===== config.mk =====
export PLATFORM = sky130hd
export DESIGN_NAME = serial_deserializer
export DESIGN_NICKNAME = d
export VERILOG_FILES = /design/src/rtl/serial_deser_pkg.sv /design/src/rtl/deser_bitcnt.sv /design/src/rtl/serial_deserializer.sv
export SDC_FILE = /design/constraint.sdc
export NUM_CORES = 1
export LEC_CHECK = 0
export ABC_CLOCK_PERIOD_IN_PS = 1850
export CORE_ASPECT_RATIO = 0.9
export CORE_UTILIZATION = 40
export CTS_BUF_LIST = sky130_fd_sc_hd__clkbuf_8
export DETAILED_ROUTE_END_ITERATION = 8
export GPL_ROUTABILITY_DRIVEN = 0
export PLACE_DENSITY = 0.67
export RECOVER_POWER = 50
export REMOVE_ABC_BUFFERS = 1
export SETUP_SLACK_MARGIN = 0.3
export SYNTH_ARGS = -nofsm -noshare
export SYNTH_HDL_FRONTEND = slang
export SYNTH_SLANG_ARGS = --single-unit

===== constraint.sdc =====
create_clock -name CLK -period 1.85 [get_ports CLK]
set_input_delay 0.185 -clock CLK [delete_from_list [all_inputs] [get_ports CLK]]
set_output_delay 0.185 -clock CLK [all_outputs]
set_load 0.01 [all_outputs]

===== src/rtl/serial_deser_pkg.sv =====
// Shared encodings, control-state enum and word-length helper for the serial deserializer.
// Word length grows by one parity bit when SERIAL_DESER_PARITY_EN is defined.
package serial_deser_pkg;

    localparam logic DIR_MSB_FIRST = 1'b1;
    localparam logic DIR_LSB_FIRST = 1'b0;

    typedef enum logic {
        S_COLLECT = 1'b0,
        S_HOLD    = 1'b1
    } state_e;

`ifdef SERIAL_DESER_PARITY_EN
    localparam bit PARITY_EN = 1'b1;
`else
    localparam bit PARITY_EN = 1'b0;
`endif

    function automatic int word_len(input int dw);
        return PARITY_EN ? dw + 1 : dw;
    endfunction

endpackage


===== src/rtl/deser_bitcnt.sv =====
// Bit counter: counts accepted bits, wraps to 0 after TERM, clears on abort.
// Registered count, combinational terminal flag; never stalls.
module deser_bitcnt #(
    parameter int CNTWIDTH = 3,
    parameter int TERM     = 3
) (
    input  logic                clk_i,
    input  logic                rst_n_i,
    input  logic                inc_i,
    input  logic                clr_i,
    output logic [CNTWIDTH-1:0] cnt_o,
    output logic                term_o
);

    logic [CNTWIDTH-1:0] cnt_q;
    logic [CNTWIDTH-1:0] cnt_d;

    assign term_o = (cnt_q == CNTWIDTH'(TERM));
    assign cnt_o  = cnt_q;

    always_comb begin
        cnt_d = cnt_q;
        if (clr_i) begin
            cnt_d = '0;
        end else if (inc_i) begin
            cnt_d = term_o ? '0 : cnt_q + 1'b1;
        end
    end

    always_ff @(posedge clk_i or negedge rst_n_i) begin
        if (!rst_n_i) begin
            cnt_q <= '0;
        end else begin
            cnt_q <= cnt_d;
        end
    end

endmodule


===== src/rtl/serial_deserializer.sv =====
// Serial-to-parallel word assembler (MSB/LSB-first) with valid/ready output register, sticky overrun; optional parity via SERIAL_DESER_PARITY_EN.
// Q_VALID one cycle after the last bit; input never stalls, a word completing while Q is unconsumed is dropped and flags OVERRUN.
module serial_deserializer
    import serial_deser_pkg::*;
#(
    parameter int DATAWIDTH = 4,
    parameter int CNTWIDTH  = $clog2(DATAWIDTH + 1)
) (
    input  logic                 CLK,
    input  logic                 RESET_N,
    input  logic                 SIN,
    input  logic                 SIN_VALID,
    input  logic                 DIR,
    input  logic                 ABORT,
    output logic [DATAWIDTH-1:0] Q,
    output logic                 Q_VALID,
    input  logic                 Q_READY,
    output logic                 OVERRUN,
    input  logic                 CLR_OVR,
    output logic                 PERR
);

    localparam int WORDLEN = word_len(DATAWIDTH);

    logic                 accept;
    logic                 last_bit;
    logic                 first_bit;
    logic                 term;
    logic                 shift_en;
    logic                 dir_eff;
    logic                 dir_q, dir_d;
    logic [CNTWIDTH-1:0]  cnt;
    logic [DATAWIDTH-1:0] sr_q, sr_d, sr_shift;
    logic [DATAWIDTH-1:0] word;
    logic                 word_perr;
    logic [DATAWIDTH-1:0] q_q, q_d;
    logic                 ovr_q, ovr_d;
    logic                 perr_q, perr_d;
    logic                 load, drop;
    state_e               state_q, state_d;

    deser_bitcnt #(
        .CNTWIDTH (CNTWIDTH),
        .TERM     (WORDLEN - 1)
    ) u_bitcnt (
        .clk_i   (CLK),
        .rst_n_i (RESET_N),
        .inc_i   (accept),
        .clr_i   (ABORT),
        .cnt_o   (cnt),
        .term_o  (term)
    );

    assign accept    = SIN_VALID & ~ABORT;
    assign last_bit  = accept & term;
    assign first_bit = (cnt == '0);
    // DIR is only honoured on the first bit; later bits follow the latched value.
    assign dir_eff   = first_bit ? DIR : dir_q;
    assign dir_d     = (accept && first_bit) ? DIR : dir_q;
    assign sr_shift  = (dir_eff == DIR_LSB_FIRST) ? {SIN, sr_q[DATAWIDTH-1:1]}
                                                  : {sr_q[DATAWIDTH-2:0], SIN};

`ifdef SERIAL_DESER_PARITY_EN
    // The trailing parity bit is checked, not shifted in.
    assign shift_en  = accept & ~term;
    assign word      = sr_q;
    assign word_perr = (^sr_q) ^ SIN;
`else
    assign shift_en  = accept;
    assign word      = sr_shift;
    assign word_perr = 1'b0;
`endif

    always_comb begin
        sr_d = sr_q;
        if (ABORT) begin
            sr_d = '0;
        end else if (shift_en) begin
            sr_d = sr_shift;
        end
    end

    always_comb begin
        state_d = state_q;
        load    = 1'b0;
        drop    = 1'b0;
        case (state_q)
            S_COLLECT: begin
                if (last_bit) begin
                    load    = 1'b1;
                    state_d = S_HOLD;
                end
            end
            S_HOLD: begin
                if (last_bit) begin
                    load = Q_READY;
                    drop = ~Q_READY;
                end else if (Q_READY) begin
                    state_d = S_COLLECT;
                end
            end
            default: state_d = S_COLLECT;
        endcase
    end

    assign q_d    = load ? word : q_q;
    assign perr_d = load ? word_perr : perr_q;
    assign ovr_d  = drop | (ovr_q & ~CLR_OVR);

    always_ff @(posedge CLK or negedge RESET_N) begin
        if (!RESET_N) begin
            sr_q    <= '0;
            dir_q   <= DIR_MSB_FIRST;
            q_q     <= '0;
            ovr_q   <= 1'b0;
            perr_q  <= 1'b0;
            state_q <= S_COLLECT;
        end else begin
            sr_q    <= sr_d;
            dir_q   <= dir_d;
            q_q     <= q_d;
            ovr_q   <= ovr_d;
            perr_q  <= perr_d;
            state_q <= state_d;
        end
    end

    assign Q       = q_q;
    assign Q_VALID = (state_q == S_HOLD);
    assign OVERRUN = ovr_q;
    assign PERR    = perr_q;

endmodule


==> results.toml, run 1 <==
[critical_path]
reg2reg_depth = 5
reg2reg_to = "dir_q"
crit_arrival_ns = 1.64
cp.required_ns = 2.02
reg2reg_slack_ns = 0.38
crit_fanout = 6
worstSetupPathType = "flip-flop to flip-flop"
setup.worst_path.end_class = "flip-flop"
cp-start-kind = "flip-flop"
r2r-start = "u_bitcnt.cnt_o[0]"

[sta]
finalSetupTns_ns = 0
slew_violations = 0
worst_pin_slew_ns = 0.627
fmax_mhz = 682
slew_headroom_pct = 58.0
post-route-min-period_ns = 1.47
finalHoldViolCount = 0
clock_skew_ns = 0.00291
fin_crit_sh_pct = 79.3
finalSetupViolations = 0
grt_setup_unrepaired = "no"

[final_layout]
final_layout_size_suffix_gt1_share_pct = 16.0
areaGrowthSynthToFinish_pct = 25.6
nNetsFinal = 105
diodes = 0

[floorplanning]
die_w_microns = 48.8
core-area_sq_mm = 0.00175
initial_core_util_pct = 44.9
die_area_sq_mm = 0.00215
fp-row-count = 14
io_pins = 15
chipHeight_microns = 44.1

[grt]
grt_start_max_net_pins = 15
grt_pass1_vias = 632
grt_pass1_wl_microns = 3060
grt_use_total_pct = 19.7
antenna_found_initial = 0
gr-total-overflow = 0

[logic_synthesis]
yosysWarnings = 0
synth-seq-cells = 14
synthCells = 78
avgSynthCellArea_sq_um = 10.1
netlist_area_sq_um = 787
ys_seq_area_share_pct = 44.7
ys_types = 26

[detailed_routing]
drtPass1Iterations = 4
routed_wl_microns = 1750
drtAntennaViolNets = 0
detail_route.iter0.violations = 12
viasPerCell = 5.53
drc = 0
wl_per_cell_microns = 14.8
route.vias.total = 653

[clocking]
clkTransAtPathRegs_ns = 0.06
holdBufCountCts = 0
cts_tree = "done"
root_buffer = "clkbuf_8"
cts.sinks = 14
clk_latency_ns = 0.25
clockBufferDepth = 2
numCtsBuffers = 3
htreeDepth = 1
post-cts-setup-buffers = 0

[placement]
io_buffers = 13
dp_hpwl_microns = 1270

[worst_hold_path]
hold_class = "input port to async pin"

[status]
status = "complete, no violations"

[pwr]
fin_total_pwr_mw = 0.816
power.leakage_nw = 0.401
pwr_density_cell_mw_per_mm2 = 825
ir_drop_uv = 426

[flow_run]
cap_violations = 0
what timing repair did:
| action | CTS | global route |
|---|---|---|
| setup endpoints to repair | 0 | 7 |
| gates resized for setup | 0 | 1 |
| hold endpoints to repair | 0 | 0 |
through the flow:
stage / cells / area [sq um] / utilization [%] / hold WS [ns] / setup slack (ns)
after floorplan: 75 / 769 / - / -0.111 / 0.469
after global placement: 114 / 945 / 53.9 / 0.525 / 0.301
after detailed placement: 114 / 945 / 53.9 / 0.538 / 0.309
after CTS: 118 / 990 / 56.5 / 0.350 / 0.322
after global routing: 118 / 988 / 56.4 / 0.446 / 0.315
final: 118 / 988 / 56.4 / 0.397 / 0.383
how the worst max path moves through the flow:
stage                                  from       to  slack (ns)  depth (start not counted)
after floorplan           u_bitcnt.cnt_o[0]    dir_q        0.47                          5
after global placement    u_bitcnt.cnt_o[0]    dir_q        0.30                          5
after detailed placement                DIR  sr_q[3]        0.31                          4
after CTS                 u_bitcnt.cnt_o[0]    dir_q        0.32                          5
after global routing      u_bitcnt.cnt_o[0]  sr_q[2]        0.32                          5
final                     u_bitcnt.cnt_o[0]    dir_q        0.38                          5
layer usage:
metal / GRT usage (%) / up-vias / wire length (microns)
li1: - / 318 / -
met1: 28.4 / 312 / 884
met2: 26.4 / 17 / 754
met3: 4.47 / 6 / 76
met4: 13.5 / 0 / 31
met5: 0 / - / 0
flip-flops by register name (all words and copies together) (netlist names):
| name | flops |
|---|---|
| dir_q | 1 |
| sr_q | 4 |
| u_bitcnt.cnt_o | 3 |
| Q_VALID | 1 |
| Q | 4 |
| OVERRUN | 1 |
area by class of cell:
cell class	count	area (sq um)
Fill cell	153	763
Multi-Input combinational cell	56	402
Sequential cell	14	352
Timing Repair Buffer	15	141
Clock buffer	3	41.3
Tap cell	24	30.0
Inverter	5	18.8
Clock inverter	1	3.75
cells by family (layout without fill, tap and decap cells):
family	after synthesis	after routing	share of synthesized area, %
simple gates	28	28	26.7
compound gates	24	24	18.9
flops	14	14	44.7
buf+inv	8	24	4.61
fa+ha+maj	2	2	3.18
other cells	1	1	0.476
mux	1	1	1.43
worst max-delay path, stage by stage, from the launching register on:
cell	delay, ns
dfrtp_1	0.39
inv_1	0.09
ha_2	0.26
nand2b_4	0.08
nor3b_1	0.21
mux2_2	0.36
power by group:
group / leakage (nW) / total (mW) / switching, mW / internal (mW)
logic: 0.190 / 0.182 / 0.0830 / 0.0990
registers: 0.185 / 0.377 / 0.0315 / 0.346
clock network: 0.0269 / 0.257 / 0.110 / 0.147
cell usage in the layout (no fill, tap or decap), types with 2 or more instances in the layout:
master,n
nor2b_1,4
a21oi_1,6
nand2b_1,4
and2_1,4
clkdlybuf4s50_1,11
a31oi_1,8
clkbuf_8,3
dlygate4sd3_1,2
dfrtp_1,13
o21ai_0,4
nor2_1,4
inv_1,6
nand3_1,2
a311oi_1,4
and4bb_2,4
Yosys cell counts:
library cell / instances / area, sq um
ha_1: 2 / 25.0
conb_1: 1 / 3.75
a21oi_1: 6 / 30.0
and2_4: 1 / 8.76
and4bb_4: 1 / 16.3
a31oi_1: 8 / 50.1
nor3b_1: 1 / 7.51
buf_4: 1 / 7.51
a211oi_1: 1 / 7.51
nand2_1: 1 / 3.75
dfstp_2: 1 / 26.3
buf_2: 2 / 10.0
o21ai_0: 4 / 20.0
and2_1: 4 / 25.0
nand3_1: 2 / 10.0
a311oi_1: 4 / 35.0
nor2b_1: 4 / 25.0
inv_1: 5 / 18.8
dfrtp_1: 13 / 325
and2b_4: 1 / 10.0
mux2_2: 1 / 11.3
and4bb_2: 4 / 50.1
o22ai_1: 1 / 6.26
nand2b_1: 4 / 25.0
nor2_1: 4 / 15.0
nand2b_4: 1 / 13.8
Power figures use the tool's default switching activity.
==> inputs of run 2 (changes only) <==
--- a/config.mk
+++ b/config.mk
@@ -5,7 +5,7 @@
 export SDC_FILE = /design/constraint.sdc
 export NUM_CORES = 1
 export LEC_CHECK = 0
-export ABC_CLOCK_PERIOD_IN_PS = 1850
+export ABC_CLOCK_PERIOD_IN_PS = 1400
 export CORE_ASPECT_RATIO = 0.9
 export CORE_UTILIZATION = 40
 export CTS_BUF_LIST = sky130_fd_sc_hd__clkbuf_8
==> constraint.sdc (replaced) <==
create_clock -name CLK -period 1.4 [get_ports CLK]
set_input_delay 0.14 -clock CLK [delete_from_list [all_inputs] [get_ports CLK]]
set_output_delay 0.14 -clock CLK [all_outputs]
set_load 0.01 [all_outputs]
==> run 2 against run 1 <==
Effect of this change: global-route usage rose by 3.7 points; wire length rose by 23%; first-iteration DRC count rose by 67%; non-clock buffer count rose by 13; hold slack better by 0.075 ns; utilization rose by 12 points; sequential power is 33% higher; power rose by 40%; flip-flop and latch count unchanged.
==> results.toml, run 2 (same netlist as run 1, synthesis figures left out) <==
[sta]
worst_pin_slew_ns = 0.800
fin_crit_sh_pct = 96.4
clock_skew_ns = 0.00627
slew_headroom_pct = 46.7
finalSetupViolations = 0
post-route-min-period_ns = 1.35
slew_violations = 0
finalSetupTns_ns = 0
fin_ws_ns = 0.0509
grt_setup_unrepaired = "yes"
finalHoldViolCount = 0
fmax_mhz = 741
hold_slack_ns = 0.471

[clocking]
clkTransAtPathRegs_ns = 0.06
clk_latency_ns = 0.24
numCtsBuffers = 3
cts_tree = "done"
htreeDepth = 1
root_buffer = "clkbuf_8"
cts.sinks = 14
clockBufferDepth = 2

[pwr]
power.leakage_nw = 0.508
ir_drop_uv = 751
fin_total_pwr_mw = 1.14
pwr_density_cell_mw_per_mm2 = 958

[floorplanning]
die_area_sq_mm = 0.00215
fp-row-count = 14
chipHeight_microns = 44.1
initial_core_util_pct = 44.9
core-area_sq_mm = 0.00175
io_pins = 15
die_w_microns = 48.8

[final_layout]
final_layout_size_suffix_gt1_share_pct = 39.3
design_area_sq_mm = 0.00119
utilization_pct = 68.0
areaGrowthSynthToFinish_pct = 51.4
diodes = 0
nNetsFinal = 118
mostFrequentLayoutCells = "dfrtp_1, buf_4, clkdlybuf4s50_1, dlygate4sd2_1, a21oi_1"
stdcell_count = 131

[critical_path]
crit_fanout = 6
slowest_delay_ns = 0.41
setup.worst_path.end_class = "flip-flop"
cp.required_ns = 1.55
worstSetupPathType = "flip-flop to flip-flop"
cp-start-kind = "flip-flop"
path_cells = "buf_4 > ha_4 > and4bb_4 > and2_4 > a31oi_1"
crit_arrival_ns = 1.50
cp_slowest_cell = "dfrtp_1"

[grt]
grt_pass1_wl_microns = 3660
grt_start_max_net_pins = 15
grt_pass1_vias = 785
grt_use_total_pct = 23.5
gr-total-overflow = 0
antenna_found_initial = 0

[placement]
placed_area_sq_mm = 0.00102
dp.cells = 124
dp_slack_ns = -0.0858
dp_hpwl_microns = 1410
io_buffers = 13

[detailed_routing]
viasPerCell = 5.69
wl_per_cell_microns = 16.5
routed_wl_microns = 2160
detail_route.iter0.violations = 20
drtPass1Iterations = 4
route.vias.total = 746
drtAntennaViolNets = 0
drc = 0

[worst_hold_path]
hold_class = "input port to flip-flop"

[status]
status = "complete, no violations"

[flow_run]
cap_violations = 0
==> run 2: final timing paths <==
| check | startpoint | end | slack (ns) | cells past startpoint |
|---|---|---|---|---|
| setup reg to reg | u_bitcnt.cnt_o[1] | Q[1] | 0.05 | 5 |
| hold / removal | CLR_OVR | OVERRUN | 0.47 | 2 |
| min in group asynchronous | RESET_N | Q[3] | 0.49 | 2 |
| hold reg to reg | OVERRUN | OVERRUN | 0.54 | 2 |
| setup / recovery | u_bitcnt.cnt_o[1] | Q[1] | 0.05 | 5 |
| max in group asynchronous | RESET_N | Q[1] | 0.41 | 2 |
==> run 2: where the power goes <==
group | internal (mW) | total (mW) | leakage [nW] | switching [mW]
Clock | 0.194 | 0.331 | 0.0269 | 0.137
Sequential | 0.457 | 0.503 | 0.185 | 0.0458
Combinational | 0.159 | 0.307 | 0.297 | 0.148
Total | 0.810 | 1.14 | 0.508 | 0.331
==> run 2: final cells by class <==
| cell class | count | area (sq um) |
|---|---|---|
| inverter | 5 | 18.8 |
| tap | 24 | 30.0 |
| timing repair buffer | 28 | 235 |
| multi-input combinational | 56 | 510 |
| fill | 126 | 561 |
| clock inverter | 1 | 3.75 |
| clock buffer | 3 | 41.3 |
| sequential | 14 | 352 |
==> run 2: routing by layer <==
metal,global-route usage [%],wire (microns)
met1,29.0,919
met2,39.2,1030
met3,6.87,152
met4,9.41,52
met5,0,0
==> run 2: what timing repair did <==
action / in CTS / in global routing
cloned: 0 / 0
setup endpoints to repair: 20 / 14
endpoints found under the hold margin: 0 / 0
setup buffers: 2 / 1
hold buffers: 0 / 0
pin swaps: 10 / 1
gates resized for setup: 29 / 2
==> run 2: worst max-delay path, delay by kind of cell (launching register included) <==
kind | cells | cell delay, ns
AND/OR/NAND/NOR | 2 | 0.37
adder cells (fa/ha/maj) | 1 | 0.15
AO/OA/AOI/OAI | 1 | 0.17
buffers and inverters | 1 | 0.16
flip-flops | 1 | 0.41
